**config.mk**
```make
export PLATFORM = sky130hd
export DESIGN_NAME = uart_tx_arbiter
export DESIGN_NICKNAME = d
export VERILOG_FILES = /design/src/rtl/uart_tx_arbiter.sv
export SDC_FILE = /design/constraint.sdc
export NUM_CORES = 1
export LEC_CHECK = 0
export BUFFER_PORTS_ARGS = -buffer_cell sky130_fd_sc_hd__buf_2
export CORE_ASPECT_RATIO = 0.6
export CORE_MARGIN = 10
export CORE_UTILIZATION = 44
export CTS_CLUSTER_DIAMETER = 200
export CTS_CLUSTER_SIZE = 16
export DETAILED_ROUTE_END_ITERATION = 8
export GPL_TIMING_DRIVEN = 0
export PLACE_DENSITY = 0.78
export RECOVER_POWER = 100
export SYNTH_ARGS = -nofsm -noshare
export SYNTH_HDL_FRONTEND = slang
export SYNTH_SLANG_ARGS = --single-unit
```
**constraint.sdc**
```tcl
create_clock -name I_CLK -period 2.4 [get_ports I_CLK]
set_input_delay 0.48 -clock I_CLK [delete_from_list [all_inputs] [get_ports I_CLK]]
set_output_delay 0.48 -clock I_CLK [all_outputs]
set_load 0.02 [all_outputs]
```
**src/rtl/uart_tx_arbiter.sv**
```systemverilog
// Round-robin arbiter sharing one uart_tx among N_REQ byte sources.
// Optional BUSY watchdog is compiled in with `define UART_TX_ARBITER_TIMEOUT_EN.
module uart_tx_arbiter #(
    parameter int unsigned N_REQ          = 4,
    parameter int unsigned TIMEOUT_CYCLES = 8192
) (
    input  logic                     I_CLK,
    input  logic                     I_RSTF,
    input  logic [N_REQ-1:0]         I_REQ,
    input  logic [8*N_REQ-1:0]       I_DATA,
    output logic [N_REQ-1:0]         O_ACK,
    output logic                     O_TX_START,
    output logic [7:0]               O_TX_DATA,
    input  logic                     I_TX_DONE,
    output logic [$clog2(N_REQ)-1:0] O_GNT_ID,
    output logic                     O_BUSY,
    output logic                     O_TIMEOUT
);

    localparam int unsigned GW = $clog2(N_REQ);

    typedef enum logic {
        StIdle,
        StBusy
    } state_e;

    state_e             r_state,   w_state_nxt;
    logic [GW-1:0]      r_ptr,     w_ptr_nxt;
    logic [GW-1:0]      r_gnt,     w_gnt_nxt;
    logic [7:0]         r_data,    w_data_nxt;
    logic [N_REQ-1:0]   r_ack,     w_ack_nxt;
    logic               r_start,   w_start_nxt;
    logic               r_busy,    w_busy_nxt;

    logic               w_any;
    logic [GW-1:0]      w_win;
    logic [GW-1:0]      w_idx;

`ifdef UART_TX_ARBITER_TIMEOUT_EN
    localparam int unsigned CW = $clog2(TIMEOUT_CYCLES + 1);
    logic [CW-1:0]      r_cnt,     w_cnt_nxt;
    logic               r_timeout, w_timeout_nxt;
`endif

    // First set request after r_ptr, wrapping, with r_ptr itself scanned last.
    always_comb begin
        w_any = 1'b0;
        w_win = '0;
        w_idx = '0;
        for (int unsigned k = 1; k <= N_REQ; k++) begin
            w_idx = GW'((32'(r_ptr) + k) % N_REQ);
            if (!w_any && I_REQ[w_idx]) begin
                w_any = 1'b1;
                w_win = w_idx;
            end
        end
    end

    always_comb begin
        w_state_nxt = r_state;
        w_ptr_nxt   = r_ptr;
        w_gnt_nxt   = r_gnt;
        w_data_nxt  = r_data;
        w_busy_nxt  = r_busy;
        w_ack_nxt   = '0;
        w_start_nxt = 1'b0;
`ifdef UART_TX_ARBITER_TIMEOUT_EN
        w_cnt_nxt     = r_cnt;
        w_timeout_nxt = 1'b0;
`endif
        unique case (r_state)
            StIdle: begin
                if (w_any) begin
                    w_state_nxt = StBusy;
                    w_ptr_nxt   = w_win;
                    w_gnt_nxt   = w_win;
                    w_data_nxt  = I_DATA[{w_win, 3'b000} +: 8];
                    w_ack_nxt   = N_REQ'(1) << w_win;
                    w_start_nxt = 1'b1;
                    w_busy_nxt  = 1'b1;
`ifdef UART_TX_ARBITER_TIMEOUT_EN
                    w_cnt_nxt   = '0;
`endif
                end
            end
            StBusy: begin
                if (I_TX_DONE) begin
                    w_state_nxt = StIdle;
                    w_busy_nxt  = 1'b0;
`ifdef UART_TX_ARBITER_TIMEOUT_EN
                end else if (r_cnt == CW'(TIMEOUT_CYCLES - 1)) begin
                    // ptr already points at the hung grant, so the next scan moves on.
                    w_state_nxt   = StIdle;
                    w_busy_nxt    = 1'b0;
                    w_timeout_nxt = 1'b1;
                end else begin
                    w_cnt_nxt = r_cnt + 1'b1;
`endif
                end
            end
            default: w_state_nxt = StIdle;
        endcase
    end

    always_ff @(posedge I_CLK or negedge I_RSTF) begin
        if (!I_RSTF) begin
            r_state <= StIdle;
            r_ptr   <= GW'(N_REQ - 1);
            r_gnt   <= '0;
            r_data  <= 8'h00;
            r_ack   <= '0;
            r_start <= 1'b0;
            r_busy  <= 1'b0;
        end else begin
            r_state <= w_state_nxt;
            r_ptr   <= w_ptr_nxt;
            r_gnt   <= w_gnt_nxt;
            r_data  <= w_data_nxt;
            r_ack   <= w_ack_nxt;
            r_start <= w_start_nxt;
            r_busy  <= w_busy_nxt;
        end
    end

`ifdef UART_TX_ARBITER_TIMEOUT_EN
    always_ff @(posedge I_CLK or negedge I_RSTF) begin
        if (!I_RSTF) begin
            r_cnt     <= '0;
            r_timeout <= 1'b0;
        end else begin
            r_cnt     <= w_cnt_nxt;
            r_timeout <= w_timeout_nxt;
        end
    end

    assign O_TIMEOUT = r_timeout;
`else
    assign O_TIMEOUT = 1'b0;
`endif

    assign O_ACK      = r_ack;
    assign O_TX_START = r_start;
    assign O_TX_DATA  = r_data;
    assign O_GNT_ID   = r_gnt;
    assign O_BUSY     = r_busy;

endmodule

```
==> flow_metrics.py, run 1 <==
metrics = {
    "run_status": {
        "status": "finished, final reports clean",
    },
    "worst_setup_path": {
        "critPathLaunch": "r_ptr[1]",
        "start_kind": "register",
        "r2r_start": "r_ptr[1]",
        "worstSetupEndpoint": "O_TX_DATA[4]",
        "max_stage_delay_ns": 0.64,
        "timing.rr.end": "O_TX_DATA[4]",
        "r2r_setup_slack_ns": 0.29,
        "worst_r2r_path_depth": 6,
        "crit_required_ns": 2.56,
        "cpMaxStageDelayCell": "dfstp_1",
        "path_class": "reg -> reg",
        "worst_ep_arrival_time_ns": 2.27,
        "end_kind": "register",
        "crit_top_cell": "a211oi_1",
        "path_cells": "mux2i_1 > a2bb2oi_2 > and2_4 > buf_4 > a211oi_1 > a211oi_1",
        "worstPathMaxFanout": 10,
    },
    "finish": {
        "diodes": 0,
        "fin_nets": 199,
        "area_growth_pct": 26.7,
        "drive_gt1_share_pct": 30.8,
        "fillCellCount": 217,
    },
    "global_routing": {
        "grt_pass1_vias": 1154,
        "use_met1_pct": 12.5,
        "grtUsageMet3_pct": 7.83,
        "busiest_layer": "met2",
        "grt_pass1_wl_um": 5020,
        "met2_usage_pct": 21.3,
        "antenna_found_initial": 0,
        "grt_usage_pct": 12.3,
        "grt_max_degree": 20,
        "grt_overflow": 0,
    },
    "sta": {
        "worstMarginPinSlew_ns": 1.00,
        "whs_ns": 0.366,
        "rsz0062_at_grt": "no",
        "final-hold-violation-count": 0,
        "final.setup_skew_ns": 0.00479,
        "final.period_utilization_pct": 87.9,
        "period_minus_slack_ns": 2.11,
        "relSlewSlack_pct": 33.2,
        "setup_viol": 0,
        "fmax_mhz": 474,
        "fin_tns_setup_ns": 0,
        "slew_viol_final": 0,
    },
    "floorplan": {
        "dieArea_um2": 4920,
        "rows": 13,
        "start_util_pct": 48.1,
        "die_y_um": 58.5,
        "io_pins": 56,
        "die_w_um": 84.2,
        "core_area_um2": 2260,
    },
    "clock_network": {
        "cts_max_level": 1,
        "cts_tree": "yes",
        "cts.clk_slew.worst_paths_ns": 0.07,
        "post-cts-setup-buffer-count": 0,
        "hold_buffers": 0,
        "root_buffer": "clkbuf_8",
        "insertion_delay_ns": 0.26,
        "cts_made_buffers": 3,
        "postCtsResizedCells": 0,
        "clock_sinks": 19,
        "clockBufferDepth": 2,
    },
    "placed_design": {
        "routabilityCongestion": 0.764,
        "portBuffers": 54,
        "hpwl_um": 2490,
    },
    "synthesis": {
        "yosysWarningCount": 0,
        "syn-num-nets": 140,
        "yosys-top-cells-area": "dfrtp_1 39%, mux2i_1 8.3%, a211oi_1 6.9%",
        "synth_top_area_share_pct": 39.1,
        "synth_ff_type": "dfrtp_1",
        "synth_edf_count": 0,
        "ys_seq_area_share_pct": 44.0,
        "synth_common_cells": "17 x dfrtp_1, 17 x nor2_1, 10 x a211oi_1",
        "synth.distinct_cells": 28,
        "synth_area_um2": 1090,
        "synth_seq_cells": 19,
        "yosys.area.top_type": "dfrtp_1",
        "async_flop_share_pct": 100,
        "syn_inst": 101,
        "syn_area_per_cell_um2": 10.8,
    },
    "drt": {
        "vias_per_cell": 5.32,
        "via_count": 1005,
        "routed_wl_um": 3110,
        "first_pass_iters": 4,
        "detail_route.wl_per_cell_um": 16.5,
        "drtAntennaViolNets": 0,
        "drc": 0,
        "drt_iter0_markers": 15,
    },
    "power": {
        "power.density_nw_per_um2": 847,
        "p_leak_nw": 0.624,
        "ir_drop_mv": 0.558,
    },
    "flow_run": {
        "drv_cap": 0,
    },
    "min_path": {
        "hp-class": "in -> async",
    },
}
-- state kept, by name, indices dropped and copies added, names as in the netlist --
name,flops
O_TX_START,1
O_BUSY,1
O_TX_DATA,8
r_ptr,2
O_ACK,4
O_GNT_ID,2
r_state,1
-- through the flow --
| stage | area [um2] | power [W] | cells | utilization (%) | worst slack (ns) |
|---|---|---|---|---|---|
| 6_report | 1380 | 0.00117 | 189 | 60.9 | 0.289 |
| 5_1_grt | 1380 | 0.00125 | 189 | 60.9 | 0.144 |
| 4_1_cts | 1440 | 0.00122 | 189 | 63.7 | 0.311 |
| 3_5_place_dp | 1400 | 0.000992 | 185 | 61.7 | 0.328 |
| 3_3_place_gp | 1400 | 0.000975 | 185 | 61.7 | 0.381 |
| 2_1_floorplan | 1090 | 0.000811 | 101 | - | 0.606 |
-- cell usage in the layout (no fill, tap or decap), types with 2 or more instances in the layout --
cell type and n:
buf_2 36, a21oi_1 5, nor2_1 17, clkbuf_1 20, o21ai_0 3, nand2b_1 2
a21boi_0 9, buf_4 2, clkbuf_8 3, nand2_1 3, dfstp_1 2, dfrtp_1 17
mux2i_1 9, a211oi_1 16
-- where the power goes --
part,total (W),switching (W),internal (W)
Combinational,0.000480,0.000296,0.000184
Sequential,0.000463,0.0000543,0.000409
Clock,0.000224,0.000106,0.000118
Total,0.00117,0.000457,0.000711
-- per-layer routing --
metal	wire, um	vias up
met2	1400	41
met3	344	6
met4	18	0
li1	-	489
met1	1350	469
met5	0	-
-- worst min path at each step --
stage               slack [ns]      start  depth (start not counted)      endpoint
floorplan                 0.18     I_RSTF                          0      O_ACK[0]
global placement          0.43     I_RSTF                          1      O_ACK[1]
detailed placement        0.44     I_RSTF                          1  O_TX_DATA[4]
CTS                       0.17     I_RSTF                          1        O_BUSY
global route              0.40  I_TX_DONE                          2       r_state
finish                    0.37     I_RSTF                          1  O_TX_DATA[7]
-- cell type report --
type	instances	area, um2	area share, %
buffer	5	50.0	3.63
sequential	19	478	34.7
clock buffer	4	45.0	3.27
multi-input combinational	77	519	37.7
tap	30	37.5	2.72
timing repair buffer	54	248	18.0
-- cell families after synthesis --
group	synth area share, %
other cells	0.345
flops	44.0
mux	8.29
simple gates	14.4
compound gates	28.4
buf+inv	4.60
-- worst max-delay path, delay by kind of cell, from the launching register on --
family / cells / cell delay, ns
buffers and inverters: 1 / 0.17
and+or+nand+nor: 1 / 0.24
DFF: 1 / 0.64
muxes: 1 / 0.26
AOI/OAI and AO/OA: 3 / 0.69
Note: power is estimated with default switching activity, not from simulation.
==> run 2, diff against run 1 <==
Settings changed: ABC_AREA from default to 1, CORE_UTILIZATION 44 to 48, PLACE_DENSITY 0.78 to 0.79.
==> run 2 against run 1 <==
Net effect: wire length increased by 20%; register-to-register slack got worse by 0.05 ns; critical path depth increased by 7; worst setup slack got worse by 0.051 ns; critical path type unchanged; critical endpoint is now O_TX_DATA[6]; largest power group unchanged.
==> flow_metrics.py, run 2 <==
metrics = {
    "global_routing": {
        "grtUsageMet3_pct": 5.28,
        "antenna_found_initial": 0,
        "grt_pass1_vias": 1411,
        "grt_pass1_wl_um": 6460,
        "grt_max_degree": 20,
        "grt_overflow": 0,
        "grt_usage_pct": 13.2,
        "met2_usage_pct": 17.8,
        "busiest_layer": "met1",
        "use_met1_pct": 19.4,
    },
    "synthesis": {
        "synth_area_um2": 1420,
        "synth_ff_type": "dfrtp_1",
        "synth_top_area_share_pct": 29.9,
        "yosys.area.top_type": "dfrtp_1",
        "synth.distinct_cells": 23,
        "syn_area_per_cell_um2": 6.67,
        "yosysWarningCount": 0,
        "synth_common_cells": "75 x nand2_1, 39 x inv_1, 22 x nand3_1",
        "async_flop_share_pct": 100,
        "synth_edf_count": 0,
        "yosysMostFrequentCell": "nand2_1",
        "synth_seq_cells": 19,
        "yosys-top-cells-area": "dfrtp_1 30%, nand2_1 20%, inv_1 10%",
        "ys_seq_area_share_pct": 33.6,
        "syn-num-nets": 252,
        "syn_inst": 213,
    },
    "clock_network": {
        "cts.clk_slew.worst_paths_ns": 0.07,
        "root_buffer": "clkbuf_8",
        "hold_buffers": 0,
        "insertion_delay_ns": 0.25,
        "cts_tree": "yes",
        "cts_max_level": 1,
        "post-cts-setup-buffer-count": 0,
        "clock_sinks": 19,
        "postCtsResizedCells": 0,
        "clockBufferDepth": 2,
        "cts_made_buffers": 3,
    },
    "placed_design": {
        "hpwl_um": 3080,
        "place_ws_ns": 0.276,
        "portBuffers": 54,
        "routabilityCongestion": 0.879,
    },
    "worst_setup_path": {
        "end_kind": "register",
        "critPathLaunch": "r_ptr[0]",
        "crit_required_ns": 2.55,
        "r2r_start": "r_ptr[0]",
        "r2r_setup_slack_ns": 0.24,
        "worst_r2r_path_depth": 13,
        "path_class": "reg -> reg",
        "timing.rr.end": "O_TX_DATA[6]",
        "worst_ep_arrival_time_ns": 2.31,
        "start_kind": "register",
        "worstSetupEndpoint": "O_TX_DATA[6]",
        "worstPathMaxFanout": 10,
    },
    "power": {
        "seqPwrFrac_pct": 18.4,
        "intPower_w": 0.00134,
        "p_leak_nw": 1.06,
        "p_switching_w": 0.00172,
        "p_sw_share_pct": 56.2,
        "power.density_nw_per_um2": 1730,
        "pwr-share-clk_pct": 6.9,
        "ir_drop_mv": 0.920,
        "combinationalPowerShare_pct": 74.7,
    },
    "floorplan": {
        "die_w_um": 90.3,
        "dieArea_um2": 5610,
        "rows": 15,
        "start_util_pct": 49.8,
        "core_area_um2": 2850,
        "die_y_um": 62.2,
        "io_pins": 56,
    },
    "run_status": {
        "status": "finished, final reports clean",
    },
    "sta": {
        "slew_viol_final": 0,
        "period_minus_slack_ns": 2.16,
        "final-hold-violation-count": 0,
        "setup_viol": 0,
        "rsz0062_at_grt": "no",
        "fmax_mhz": 463,
        "final.period_utilization_pct": 90.1,
        "worstMarginPinSlew_ns": 0.924,
        "relSlewSlack_pct": 38.4,
        "final.setup_skew_ns": 0.00243,
        "fin_tns_setup_ns": 0,
        "setup_ws_ns": 0.238,
    },
    "finish": {
        "diodes": 0,
        "fillCellCount": 280,
        "final_cell_mix": "75 x nand2_1, 40 x buf_2, 39 x inv_1",
        "final_common_cell": "nand2_1",
        "fin_nets": 311,
        "area_growth_pct": 24.2,
        "fin_util_pct": 61.9,
        "largest_reg_flops": 8,
        "drive_gt1_share_pct": 25.8,
    },
    "drt": {
        "detail_route.wl_per_cell_um": 12.0,
        "via_count": 1494,
        "drc": 0,
        "first_pass_iters": 4,
        "routed_wl_um": 3750,
        "drtAntennaViolNets": 0,
        "drt_iter0_markers": 63,
        "vias_per_cell": 4.77,
    },
    "flow_run": {
        "drv_cap": 0,
    },
    "min_path": {
        "hp-class": "in -> async",
    },
}
[run 2: cell count changes in the layout (fill, tap and decap cells not counted), sizes merged, moves of 13 or more]
cell,before,now
nor2,18,5
a211oi,16,0
nand4,0,20
nand3,0,24
nand2,3,85
inv,0,43
[run 2: cell type report]
class                           instances  area (um2)  share of cell area (%)
Clock inverter                          1        5.00                   0.283
Tap cell                               42        52.6                    2.98
Timing Repair Buffer                   54         249                    14.1
Sequential cell                        19         478                    27.1
Buffer                                  9        58.8                    3.33
Multi-Input combinational cell        142         717                    40.6
Inverter                               43         164                    9.28
Clock buffer                            3        41.3                    2.34
[run 2: power groups by stage]
stage | Combinational [W] | Clock (W) | Sequential, W
3_5_place_dp | 0.00231 | 0 | 0.000565
6_report | 0.00228 | 0.000211 | 0.000563
2_1_floorplan | 0.00164 | 0 | 0.000698
4_1_cts | 0.00233 | 0.000220 | 0.000560
3_3_place_gp | 0.00227 | 0 | 0.000562
5_1_grt | 0.00258 | 0.000232 | 0.000586
[run 2: kinds of logic after synthesis]
group	after synthesis	synth area share [%]
buffers and inverters	52	15.9
DFF	19	33.6
other	1	0.264
and+or+nand+nor	135	47.8
AOI/OAI and AO/OA	6	2.38
[run 2: routing by layer]
metal / vias up / share of wire (%)
met3: 2 / 12
met2: 68 / 37
met5: - / 0
met4: 0 / 0.16
li1: 777 / -
met1: 647 / 51
[run 2: how the worst min path moves through the flow]
stage	end	slack (ns)	depth (start not counted)
after floorplan	O_ACK[0]	0.18	0
after CTS	O_TX_START	0.15	1
after global routing	O_BUSY	0.42	1
final	O_GNT_ID[1]	0.34	1
after global placement	O_BUSY	0.42	1
after detailed placement	O_BUSY	0.43	1
[run 2: worst max-delay path, stage by stage (launching register included)]
cell and delay (ns):
dfstp_2 0.52, buf_6 0.13, inv_4 0.07, nand2_2 0.07
nand3_1 0.11, nand2_2 0.17, nand4_1 0.16, nand2_4 0.16
clkbuf_2 0.23, nand4_1 0.12, nand3_1 0.11, nand2_1 0.08
nand2_1 0.06, nand2_1 0.04
[run 2: through the flow]
stage	hold slack [ns]	instance area [um2]	total power (W)	instances
CTS	0.155	1790	0.00311	313
detailed placement	0.426	1740	0.00287	309
global placement	0.423	1740	0.00283	309
global route	0.418	1770	0.00340	313
finish	0.343	1770	0.00306	313
floorplan	0.184	1420	0.00234	213
